## config.mk

```make
export PLATFORM = sky130hd
export DESIGN_NAME = spi_reg_bridge_flat
export DESIGN_NICKNAME = d
export VERILOG_FILES = /design/src/rtl/spi_reg_bridge_pkg.sv /design/src/rtl/spi_reg_bridge_if.sv /design/src/rtl/spi_reg_bridge.sv /design/src/flat_wrapper.sv
export SDC_FILE = /design/constraint.sdc
export NUM_CORES = 1
export LEC_CHECK = 0
export ABC_AREA = 1
export CAP_MARGIN = 40
export CORE_ASPECT_RATIO = 0.7
export CORE_UTILIZATION = 35
export DETAILED_ROUTE_END_ITERATION = 12
export GPL_TIMING_DRIVEN = 0
export SLEW_MARGIN = 15
export SYNTH_ARGS = -nofsm -noshare
export SYNTH_HDL_FRONTEND = slang
export SYNTH_SLANG_ARGS = --single-unit
```

## constraint.sdc

```tcl
create_clock -name clk -period 1.78 [get_ports clk]
set_input_delay 0.178 -clock clk [delete_from_list [all_inputs] [get_ports clk]]
set_output_delay 0.178 -clock clk [all_outputs]
set_load 0.05 [all_outputs]
```

## src/rtl/spi_reg_bridge_pkg.sv

```systemverilog
// Shared definitions for the SPI-to-register-bus bridge: FSM states,
// command bit position and the default status byte.
package spi_reg_bridge_pkg;

    typedef enum logic [1:0] {
        ST_IDLE,
        ST_CMD,
        ST_WRITE,
        ST_READ
    } state_t;

    localparam int unsigned  CMD_READ_BIT   = 7;
    localparam logic [7:0]   STATUS_DEFAULT = 8'hA5;

endpackage

```

## src/rtl/spi_reg_bridge_if.sv

```systemverilog
// Register bus between the bridge (master) and a register file (slave).
interface spi_reg_bridge_if #(
    parameter int unsigned ADDR_WIDTH = 7
);
    logic [ADDR_WIDTH-1:0] reg_addr;
    logic                  reg_we;
    logic [7:0]            reg_wdata;
    logic                  reg_re;
    logic [7:0]            reg_rdata;

    modport master (
        output reg_addr,
        output reg_we,
        output reg_wdata,
        output reg_re,
        input  reg_rdata
    );

    modport slave (
        input  reg_addr,
        input  reg_we,
        input  reg_wdata,
        input  reg_re,
        output reg_rdata
    );
endinterface

```

## src/rtl/spi_reg_bridge.sv

```systemverilog
// Byte-level protocol engine behind spi_slave: decodes a command byte and
// turns the SPI byte stream into auto-incrementing register reads/writes.
module spi_reg_bridge
    import spi_reg_bridge_pkg::*;
#(
    parameter int unsigned ADDR_WIDTH = 7,
    parameter logic [7:0]  STATUS     = STATUS_DEFAULT
) (
    input  logic                clk,
    input  logic                reset_n,
    input  logic                select,
    input  logic                request,
    input  logic [7:0]          rx_byte,
    output logic [7:0]          tx_byte,
    output logic                active,
    spi_reg_bridge_if.master    bus
);

    // The address lives in cmd[6:0], so it cannot be wider than 7 bits.
    if (ADDR_WIDTH < 1 || ADDR_WIDTH > 7) begin : g_bad_addr_width
        $error("spi_reg_bridge: ADDR_WIDTH must be 1..7");
    end

    localparam logic [ADDR_WIDTH-1:0] ADDR_ONE = {{(ADDR_WIDTH-1){1'b0}}, 1'b1};

    state_t                state_q, state_d;
    logic [ADDR_WIDTH-1:0] addr_q, addr_d;
    logic [7:0]            tx_d;
    logic                  active_d;
    logic [ADDR_WIDTH-1:0] rx_addr;

    assign rx_addr       = rx_byte[ADDR_WIDTH-1:0];
    assign bus.reg_wdata = rx_byte;

    always_ff @(posedge clk or negedge reset_n) begin
        if (!reset_n) begin
            state_q <= ST_IDLE;
            addr_q  <= '0;
            tx_byte <= '0;
            active  <= 1'b0;
        end else begin
            state_q <= state_d;
            addr_q  <= addr_d;
            tx_byte <= tx_d;
            active  <= active_d;
        end
    end

    always_comb begin
        state_d      = state_q;
        addr_d       = addr_q;
        tx_d         = tx_byte;
        active_d     = active;
        bus.reg_addr = addr_q;
        bus.reg_we   = 1'b0;
        bus.reg_re   = 1'b0;

        // Deselect overrides a coincident request: no bus access, back to IDLE.
        if (!select) begin
            state_d  = ST_IDLE;
            active_d = 1'b0;
        end else if (request) begin
            unique case (state_q)
                ST_IDLE: begin
                    tx_d    = STATUS;
                    state_d = ST_CMD;
                end
                ST_CMD: begin
                    active_d = 1'b1;
                    addr_d   = rx_addr;
                    if (rx_byte[CMD_READ_BIT]) begin
                        bus.reg_addr = rx_addr;
                        bus.reg_re   = 1'b1;
                        tx_d         = bus.reg_rdata;
                        addr_d       = rx_addr + ADDR_ONE;
                        state_d      = ST_READ;
                    end else begin
                        tx_d    = rx_byte;
                        state_d = ST_WRITE;
                    end
                end
                ST_WRITE: begin
                    bus.reg_we = 1'b1;
                    tx_d       = rx_byte;
                    addr_d     = addr_q + ADDR_ONE;
                end
                ST_READ: begin
                    // Last request of a burst prefetches a byte that is never shifted out.
                    bus.reg_re = 1'b1;
                    tx_d       = bus.reg_rdata;
                    addr_d     = addr_q + ADDR_ONE;
                end
                default: state_d = ST_IDLE;
            endcase
        end
    end

endmodule

```

## src/flat_wrapper.sv

```systemverilog
// flat-port wrapper written by rule: the top's interface ports become plain ports
module spi_reg_bridge_flat import spi_reg_bridge_pkg::*;
#(
    parameter int unsigned ADDR_WIDTH = 7,
    parameter logic [7:0]  STATUS     = STATUS_DEFAULT
)
  (clk, reset_n, select, request, rx_byte, tx_byte, active, bus_reg_addr, bus_reg_we, bus_reg_wdata, bus_reg_re, bus_reg_rdata);
  spi_reg_bridge_if #(.ADDR_WIDTH(ADDR_WIDTH)) bus_i ();
  input  logic clk;
  input  logic reset_n;
  input  logic select;
  input  logic request;
  input  logic [7:0] rx_byte;
  output logic [7:0] tx_byte;
  output logic active;
  output wire logic [$bits(bus_i.reg_addr)-1:0] bus_reg_addr;
  output wire logic [$bits(bus_i.reg_we)-1:0] bus_reg_we;
  output wire logic [$bits(bus_i.reg_wdata)-1:0] bus_reg_wdata;
  output wire logic [$bits(bus_i.reg_re)-1:0] bus_reg_re;
  input wire logic [$bits(bus_i.reg_rdata)-1:0] bus_reg_rdata;
  assign bus_reg_addr = bus_i.reg_addr;
  assign bus_reg_we = bus_i.reg_we;
  assign bus_reg_wdata = bus_i.reg_wdata;
  assign bus_reg_re = bus_i.reg_re;
  assign bus_i.reg_rdata = bus_reg_rdata;
  spi_reg_bridge #(.ADDR_WIDTH(ADDR_WIDTH), .STATUS(STATUS)) u_core (.clk(clk), .reset_n(reset_n), .select(select), .request(request), .rx_byte(rx_byte), .tx_byte(tx_byte), .active(active), .bus(bus_i));
endmodule
```

### Word-level counts from Yosys, hierarchy flattened

Index checks and enable logic that the tools add are counted.

| cells by class | value |
|---|---|
| shift-type cells | 0 |
| bitwise logic cells | 0 |
| $add $sub $neg | 2 |
| equal/unequal tests | 6 |
| multiply operators | 0 |
| magnitude comparators | 0 |
| mux-type cells | 22 |
| div/mod/pow operators | 0 |
| reductions and logical operators | 7 |

Operators by type and width:

| cell | count |
|---|---|
| 2-to-1 mux 7 bit | 5 |
| case mux 8 bit (4 select lines) | 1 |
| adder 7 x 1 -> 7 bit (second input constant) | 2 |
| case mux 7 bit (2 select lines) | 1 |
| 2-to-1 mux 1 bit | 10 |
| 2-to-1 mux 8 bit | 1 |
| AND reduction 2 bit | 3 |
| equality test 2 bit (second input constant) | 2 |
| 2-to-1 mux 2 bit | 2 |
| != test 2 x 1 -> 1 bit (second input constant) | 2 |
| case mux 2 bit (2 select lines) | 1 |
| != test 3 x 1 -> 1 bit (second input constant) | 1 |
| AND reduction 3 bit | 1 |
| equality test 2 x 1 -> 1 bit (second input constant) | 1 |
| zero test 2 bit | 1 |
| case mux 1 bit (2 select lines) | 1 |
| nonzero test 2 bit | 1 |
| OR reduction 2 bit | 1 |

| word-level totals | value |
|---|---|
| ROM bits | 0 |
| bits in latches | 0 |
| memory bits (writable) | 0 |
| input bits | 20 |
| flip-flop bits (word level) | 18 |
| memories kept | 0 |

### Longest topological paths before layout

Gate-level depths: netlist of the first run.

| depth | value |
|---|---|
| depth in word-level cells | 4 |
| gate-level depth with buffers | 9 |

### Least setup slack after synthesis of the first run

Ideal clock, no wire load.

| timing | value |
|---|---|
| kind | reg-to-output |
| from | register u_core.state_q[1] |
| to | output bus_reg_we |
| stages on the path, launching flop included | 5 |
| data required time | 1602 ps |
| setup slack | -169 ps |
| data arrival time | 1771 ps |
| buffers on the path | 2 |
| cells stage by stage | dfrtp_1 > buf_4 > buf_2 > nand2_1 > nor3_1 |

| between the ends | value |
|---|---|
| longest elaborated chain between the ends | 4 |

RTL lines:

| item | RTL line | RTL |
|---|---|---|
| start, declared | spi_reg_bridge.sv:26 | `state_t state_q, state_d;` |
| start signal, assigned | spi_reg_bridge.sv:42 | `state_q <= state_d;` |
| equality test 2 bit | spi_reg_bridge.sv:63 | `unique case (state_q)` |
| 2-to-1 mux 1 bit | spi_reg_bridge.sv:63 |  |
| 2-to-1 mux 1 bit | spi_reg_bridge.sv:62 | `end else if (request) begin` |
| 2-to-1 mux 1 bit | spi_reg_bridge.sv:59 | `if (!select) begin` |
| end, declared | flat_wrapper.sv:17 | `output wire logic [$bits(bus_i.reg_we)-1:0] bus_reg_we;` |

Every way passes these cells.

### Worst setup path in the final report of the first run

| timing | value |
|---|---|
| from | register u_core.state_q[1] |
| to | output bus_reg_addr[0] |

| between the ends | value |
|---|---|
| longest elaborated chain between the ends | 4 |

RTL lines:

| item | RTL line | RTL |
|---|---|---|
| equality test 2 x 1 -> 1 bit | spi_reg_bridge.sv:63 |  |
| 2-to-1 mux 7 bit | spi_reg_bridge.sv:63 |  |
| 2-to-1 mux 7 bit | spi_reg_bridge.sv:62 |  |
| 2-to-1 mux 7 bit | spi_reg_bridge.sv:59 |  |
| end, declared | flat_wrapper.sv:16 | `output wire logic [$bits(bus_i.reg_addr)-1:0] bus_reg_addr;` |

Every way passes these cells.

==> flow_metrics.env, run 1 <==
export IMPL_antenna_cells=0
export IMPL_period_needed_ns=1.71
export IMPL_worstSetupEndpointType="output port"
export IMPL_drcViolationCount=0
export IMPL_crit_fanout=7
export IMPL_netlist_instances=190
export IMPL_timing_final_hold_violations=0
export IMPL_synth_ff_latch_count=18
export IMPL_maxCapViolCount=0
export IMPL_grt_pass1_vias=1317
export IMPL_cts_root_buf="clkbuf_8"
export IMPL_clockBufferDepth=2
export IMPL_multi_input_area_um2=748
export IMPL_syn_area_mm2=0.00138
export IMPL_dpl_hpwl_mm=2.98
export IMPL_core_mm2=0.00365
export IMPL_antenna_found_initial=0
export IMPL_hold_class="input port to flop"
export IMPL_dr_pass1_iters=4
export IMPL_ys_warn_count=0
export IMPL_hold_buffers=0
export IMPL_viasPerCell=4.91
export IMPL_io_buffers=44
export IMPL_required_ns=1.60
export IMPL_finalWirelength_mm=3.83
export IMPL_detail_route_antenna_nets=0
export IMPL_drt_iter0_drc=109
export IMPL_ios=46
export IMPL_drive_gt1_share_pct=20.4
export IMPL_ir_drop_mv=0.501
export IMPL_slew_headroom_pct=65.6
export IMPL_clk_latency_ns=0.26
export IMPL_cts_sinks=18
export IMPL_cts_tree="done"
export IMPL_dieArea_mm2=0.00421
export IMPL_routed_wl_met2_mm=1.62
export IMPL_cts_max_level=1
export IMPL_syn_avg_cell_area_um2=7.27
export IMPL_start_util_pct=37.9
export IMPL_dr_max_layer_used="met4"
export IMPL_wl_met1_mm=1.91
export IMPL_p_leak_nw=0.969
export IMPL_fin_nets=264
export IMPL_netlist_area_leader_share_pct=32.6
export IMPL_dp_slack_ns=-0.607
export IMPL_met3_length_um=298
export IMPL_worstMarginPinSlew_ns=0.515
export IMPL_synth_largest_area_cell="dfrtp_1"
export IMPL_yosysSeqAreaShare_pct=32.6
export IMPL_area_growth_synth_to_final_pct=43.7
export IMPL_max_freq_mhz=583
export IMPL_die_h_um=54.6
export IMPL_p_per_area_mw_per_mm2=962
export IMPL_final_setup_worst_slack_ns=0.0651
export IMPL_rsz0062_at_grt="yes"
export IMPL_numCtsBuffers=3
export IMPL_cp_arrival_ns=1.54
export IMPL_total_power_mw=1.91
export IMPL_finalNonFillerCells=290
export IMPL_synth_area_top_cells="dfrtp_1 33%, nand2_1 14%, nand3_1 5.8%, buf_4 5.4%, inv_1 5.4%"
export IMPL_setup_viol=0
export IMPL_overflow=0
export IMPL_whs_ns=0.239
export IMPL_wire_per_inst_um=13.2
export IMPL_grt_pass1_wl_mm=6.41
export IMPL_gr_usage_all_layers_pct=19.9
export IMPL_synth_nets=212
export IMPL_regArea_um2=450
export IMPL_drv_slew=0
export IMPL_path_clk_slew_ns=0.07
export IMPL_gp_congestion=0.836
export IMPL_grt_max_degree=12
export IMPL_crit_path_start_kind="flop"
export IMPL_outcome="complete, no violations"
export IMPL_placedCellCount=285
export IMPL_final_fill_count=380
export IMPL_critPathKind="flop to output port"
export IMPL_vias=1424
export IMPL_fin_skew_ns=0.00266
export IMPL_period_share_pct=96.3
export IMPL_rows=18
export IMPL_post_synth_num_cell_types=30
export IMPL_die_width_um=77.1
## metal layers
layer / vias to the layer above / global-route usage (%)
li1: 715 / -
met1: 650 / 27.4
met2: 57 / 32.3
met3: 2 / 5.50
met4: 0 / 2.83
met5: - / 0
## power by group
group          internal (mW)  switching [mW]  leakage [nW]
combinational          0.385           0.645         0.730
clock                  0.151           0.143        0.0216
sequential             0.492          0.0938         0.217
## cell usage in the layout, fill, tap and decap left out, types with 3 or more instances in the layout
master           instances
clkdlybuf4s50_1         26
a21oi_1                  9
o21ai_0                 11
nand2_1                 53
clkbuf_8                 3
nor2_1                  11
nand2_4                  3
buf_4                   12
a22oi_1                  4
dfrtp_1                 18
o211ai_1                 5
o21ai_2                  5
dlygate4sd2_1            7
inv_1                   19
buf_6                    9
nand3_1                 16
## state kept, by name (all words and copies together) (netlist names)
register	count
u_core.active	1
u_core.state_q	2
u_core.tx_byte	8
u_core.addr_q	7
## critical path, cell delays in order, from the launching register on
cell and delay, ns:
dfrtp_1 0.38, buf_4 0.17, nor2_4 0.13, nand2_4 0.10, clkbuf_16 0.17, o21ai_2 0.10
inv_1 0.05, buf_4 0.18
## through the flow
stage | area [um2] | TNS (ns) | util, %
2_1_floorplan | 1390 | 0 | -
3_3_place_gp | 1890 | -5.08 | 51.8
3_5_place_dp | 1900 | -5.19 | 52.1
4_1_cts | 1900 | 0 | 52.2
5_1_grt | 1980 | -0.0166 | 54.4
6_report | 1980 | 0 | 54.4
## Yosys cell counts (all sizes together)
cell / count
nand2: 58
inv: 21
dfrtp: 18
o21ai: 17
nand3: 16
nor2: 16
buf: 14
a21oi: 10
o211ai: 5
a22oi: 4
ha: 2
o21bai: 2
a31oi: 1
mux2: 1
nor3: 1
o22a: 1
o22ai: 1
or2: 1
xnor2: 1
## cells by family (layout without fill, tap and decap cells)
family / after synthesis / after routing / share of synthesized area (%)
AND/OR/NAND/NOR: 92 / 92 / 31.0
multiplexers: 1 / 1 / 1.09
AO/OA/AOI/OAI: 41 / 41 / 18.9
adder cells (fa/ha/maj): 2 / 2 / 1.81
XOR/XNOR: 1 / 1 / 0.634
buffers and inverters: 35 / 85 / 13.9
flip-flops: 18 / 18 / 32.6
## what timing repair did
item | CTS | global route
buffers inserted | 0 | 1
pin swaps | 1 | 2
endpoints found under the setup margin | 15 | 10
cloned | 0 | 1
resized for setup | 53 | 18
## final cells by class
type / instances / area share (%)
clock buffers: 3 / 2.08
multi-input cells: 137 / 37.7
repair buffers: 47 / 24.3
inverters: 21 / 3.97
well taps: 50 / 3.15
flip-flops and latches: 18 / 22.7
plain buffers: 14 / 6.05
## final timing paths
path | start | endpoint | slack (ns) | cells past startpoint
worst max-delay path | u_core.state_q[1]$_DFFE_PN0P_ | bus_reg_addr[0] | 0.07 | 7
worst min-delay path | rx_byte[7] | u_core.state_q[0]$_DFFE_PN0P_ | 0.24 | 3
worst max register to register | u_core.addr_q[1]$_DFFE_PN0P_ | u_core.addr_q[6]$_DFFE_PN0P_ | 0.42 | 8
worst min register to register | u_core.tx_byte[3]$_DFFE_PN0P_ | u_core.tx_byte[3]$_DFFE_PN0P_ | 0.50 | 2
max in group asynchronous | reset_n | u_core.addr_q[6]$_DFFE_PN0P_ | 1.07 | 2
min in group asynchronous | reset_n | u_core.state_q[1]$_DFFE_PN0P_ | 0.25 | 1
Power figures use the tool's default switching activity.
==> run 2, diff against run 1 <==
Settings changed: REMOVE_ABC_BUFFERS from default to 1.
==> run 2 against run 1 <==
Design area is 4.7% lower. Combinational power is 7% lower. Highest routed layer unchanged. Global-route usage up 0.14 points. Critical path depth shrank 4. Count of clock-buffer cells in the layout is 1 higher. Largest cell class unchanged. Flip-flop and latch count unchanged. Critical path type unchanged. Maximum frequency fell by 2.4%. Sequential share of layout area rose by 1.4 points. Register-to-register slack worse by 0.18 ns. Via count shrank 2.1%. Cell count down 2.4%. Non-clock buffer count down 8.
==> flow_metrics.env, run 2 (synthesis results as in run 1) <==
export IMPL_slew_headroom_pct=65.9
export IMPL_required_ns=1.60
export IMPL_io_buffers=45
export IMPL_largest_register="u_core.tx_byte"
export IMPL_vias=1394
export IMPL_utilization_pct=51.8
export IMPL_cp_slowest_stage_delay_ns=0.52
export IMPL_rows=18
export IMPL_worstMarginPinSlew_ns=0.510
export IMPL_final_cell_mix="53 x nand2_1, 28 x clkdlybuf4s50_1, 19 x inv_1, 16 x nand3_1, 16 x dfrtp_1"
export IMPL_rsz0062_at_grt="no"
export IMPL_fin_nets=256
export IMPL_maxCapViolCount=0
export IMPL_gp_congestion=0.796
export IMPL_antenna_cells=0
export IMPL_cts_sinks=18
export IMPL_hold_class="input port to async pin"
export IMPL_timing_rr_end="u_core.addr_q[3]$_DFFE_PN0P_"
export IMPL_r2r_slack_ns=0.24
export IMPL_largest_reg_flops=8
export IMPL_fin_skew_ns=0.00220
export IMPL_dr_pass1_iters=4
export IMPL_area_growth_synth_to_final_pct=36.9
export IMPL_period_needed_ns=1.76
export IMPL_period_share_pct=98.7
export IMPL_die_h_um=54.6
export IMPL_total_power_mw=1.89
export IMPL_timing_final_hold_violations=0
export IMPL_finalWirelength_mm=3.73
export IMPL_slowest_stage="clkdlybuf4s15_1"
export IMPL_reg_largest_list="u_core.tx_byte (8), u_core.addr_q (7), u_core.state_q (2)"
export IMPL_start_util_pct=37.9
export IMPL_max_freq_mhz=569
export IMPL_p_leak_nw=0.889
export IMPL_worstRegToRegCells=7
export IMPL_layout_cells_most_common="nand2_1"
export IMPL_cp_arrival_ns=1.58
export IMPL_crit_path_start_kind="flop"
export IMPL_overflow=0
export IMPL_cts_max_level=1
export IMPL_ir_drop_mv=0.727
export IMPL_dieArea_mm2=0.00421
export IMPL_outcome="complete, no violations"
export IMPL_drv_slew=0
export IMPL_core_mm2=0.00365
export IMPL_wire_per_inst_um=13.2
export IMPL_multi_input_area_um2=752
export IMPL_p_per_area_mw_per_mm2=1000
export IMPL_path_clk_slew_ns=0.07
export IMPL_gr_usage_all_layers_pct=20.1
export IMPL_grt_pass1_vias=1295
export IMPL_final_fill_count=363
export IMPL_numCtsBuffers=3
export IMPL_detail_route_antenna_nets=0
export IMPL_grt_max_degree=17
export IMPL_critPathKind="flop to output port"
export IMPL_path_cells="buf_4, nor3_1, clkdlybuf4s15_1"
export IMPL_cts_root_buf="clkbuf_8"
export IMPL_regArea_um2=455
export IMPL_viasPerCell=4.93
export IMPL_dpl_hpwl_mm=2.82
export IMPL_ios=46
export IMPL_drive_gt1_share_pct=18.0
export IMPL_die_width_um=77.1
export IMPL_clockBufferDepth=2
export IMPL_drcViolationCount=0
export IMPL_setup_worst_path_end="bus_reg_we"
export IMPL_cts_tree="done"
export IMPL_crit_fanout=5
export IMPL_reg2reg_from="u_core.state_q[1]$_DFFE_PN0P_"
export IMPL_grt_pass1_wl_mm=6.42
export IMPL_worstSetupEndpointType="output port"
export IMPL_drt_iter0_drc=118
export IMPL_antenna_found_initial=0
export IMPL_clk_latency_ns=0.26
export IMPL_worstSetupStartpoint="u_core.state_q[0]$_DFFE_PN0P_"
export IMPL_setup_viol=0
## run 2: changes by cell type in the layout (fill, tap and decap cells not counted), sizes merged
cell / previous run / this run
clkdlybuf4s15: 1 / 2
clkdlybuf4s50: 26 / 28
clkbuf: 6 / 4
buf: 22 / 15
dlymetal6s2s: 2 / 1
## run 2: worst max-delay path: cells and delay by family (launching register included)
kind                   cells  cell delay (ns)
flip-flops                 1             0.45
AND/OR/NAND/NOR            1             0.19
buffers and inverters      2             0.68
## run 2: power breakdown
group / leakage (nW) / total, mW / switching (mW) / internal [mW]
Combinational: 0.646 / 0.955 / 0.629 / 0.326
Clock: 0.0288 / 0.347 / 0.150 / 0.197
Sequential: 0.214 / 0.592 / 0.0979 / 0.494
## run 2: per-layer routing
layer / global-route usage, % / share of wire, % / routed length (um)
met1: 29.4 / 53 / 1970
met2: 31.0 / 41 / 1540
met3: 4.00 / 5.4 / 201
met4: 3.77 / 0.38 / 14
met5: 0 / 0 / 0
## run 2: stage by stage
stage | instances | setup TNS [ns] | hold slack, ns | area [um2] | worst slack [ns]
finish | 283 | 0 | 0.222 | 1890 | 0.0231
global route | 283 | 0 | 0.248 | 1890 | 0.00232
CTS | 276 | -0.0771 | 0.233 | 1820 | -0.0771
detailed placement | 272 | -5.75 | 0.481 | 1800 | -0.741
global placement | 271 | -5.76 | 0.467 | 1780 | -0.744
floorplan | 176 | -0.208 | -0.118 | 1270 | -0.208
## run 2: cell type report
type | instances | share of cell area, %
Multi-Input combinational cell | 137 | 39.8
Clock buffer | 4 | 2.91
Tap cell | 50 | 3.31
Sequential cell | 18 | 24.1
Inverter | 21 | 4.17
Timing Repair Buffer | 53 | 25.7
## run 2: what timing repair did
action / CTS / global route
pin swaps: 1 / 3
endpoints found under the setup margin: 15 / 8
setup buffers: 0 / 7
hold endpoints to repair: 0 / 0
hold buffers: 0 / 0
gates resized for setup: 53 / 4
## run 2: how the worst min path moves through the flow
stage	to	slack [ns]
floorplan	u_core.active$_DFFE_PN0P_	-0.12
global placement	u_core.active$_DFFE_PN0P_	0.47
detailed placement	u_core.tx_byte[1]$_DFFE_PN0P_	0.48
CTS	u_core.tx_byte[1]$_DFFE_PN0P_	0.23
global route	u_core.active$_DFFE_PN0P_	0.25
finish	u_core.tx_byte[1]$_DFFE_PN0P_	0.22
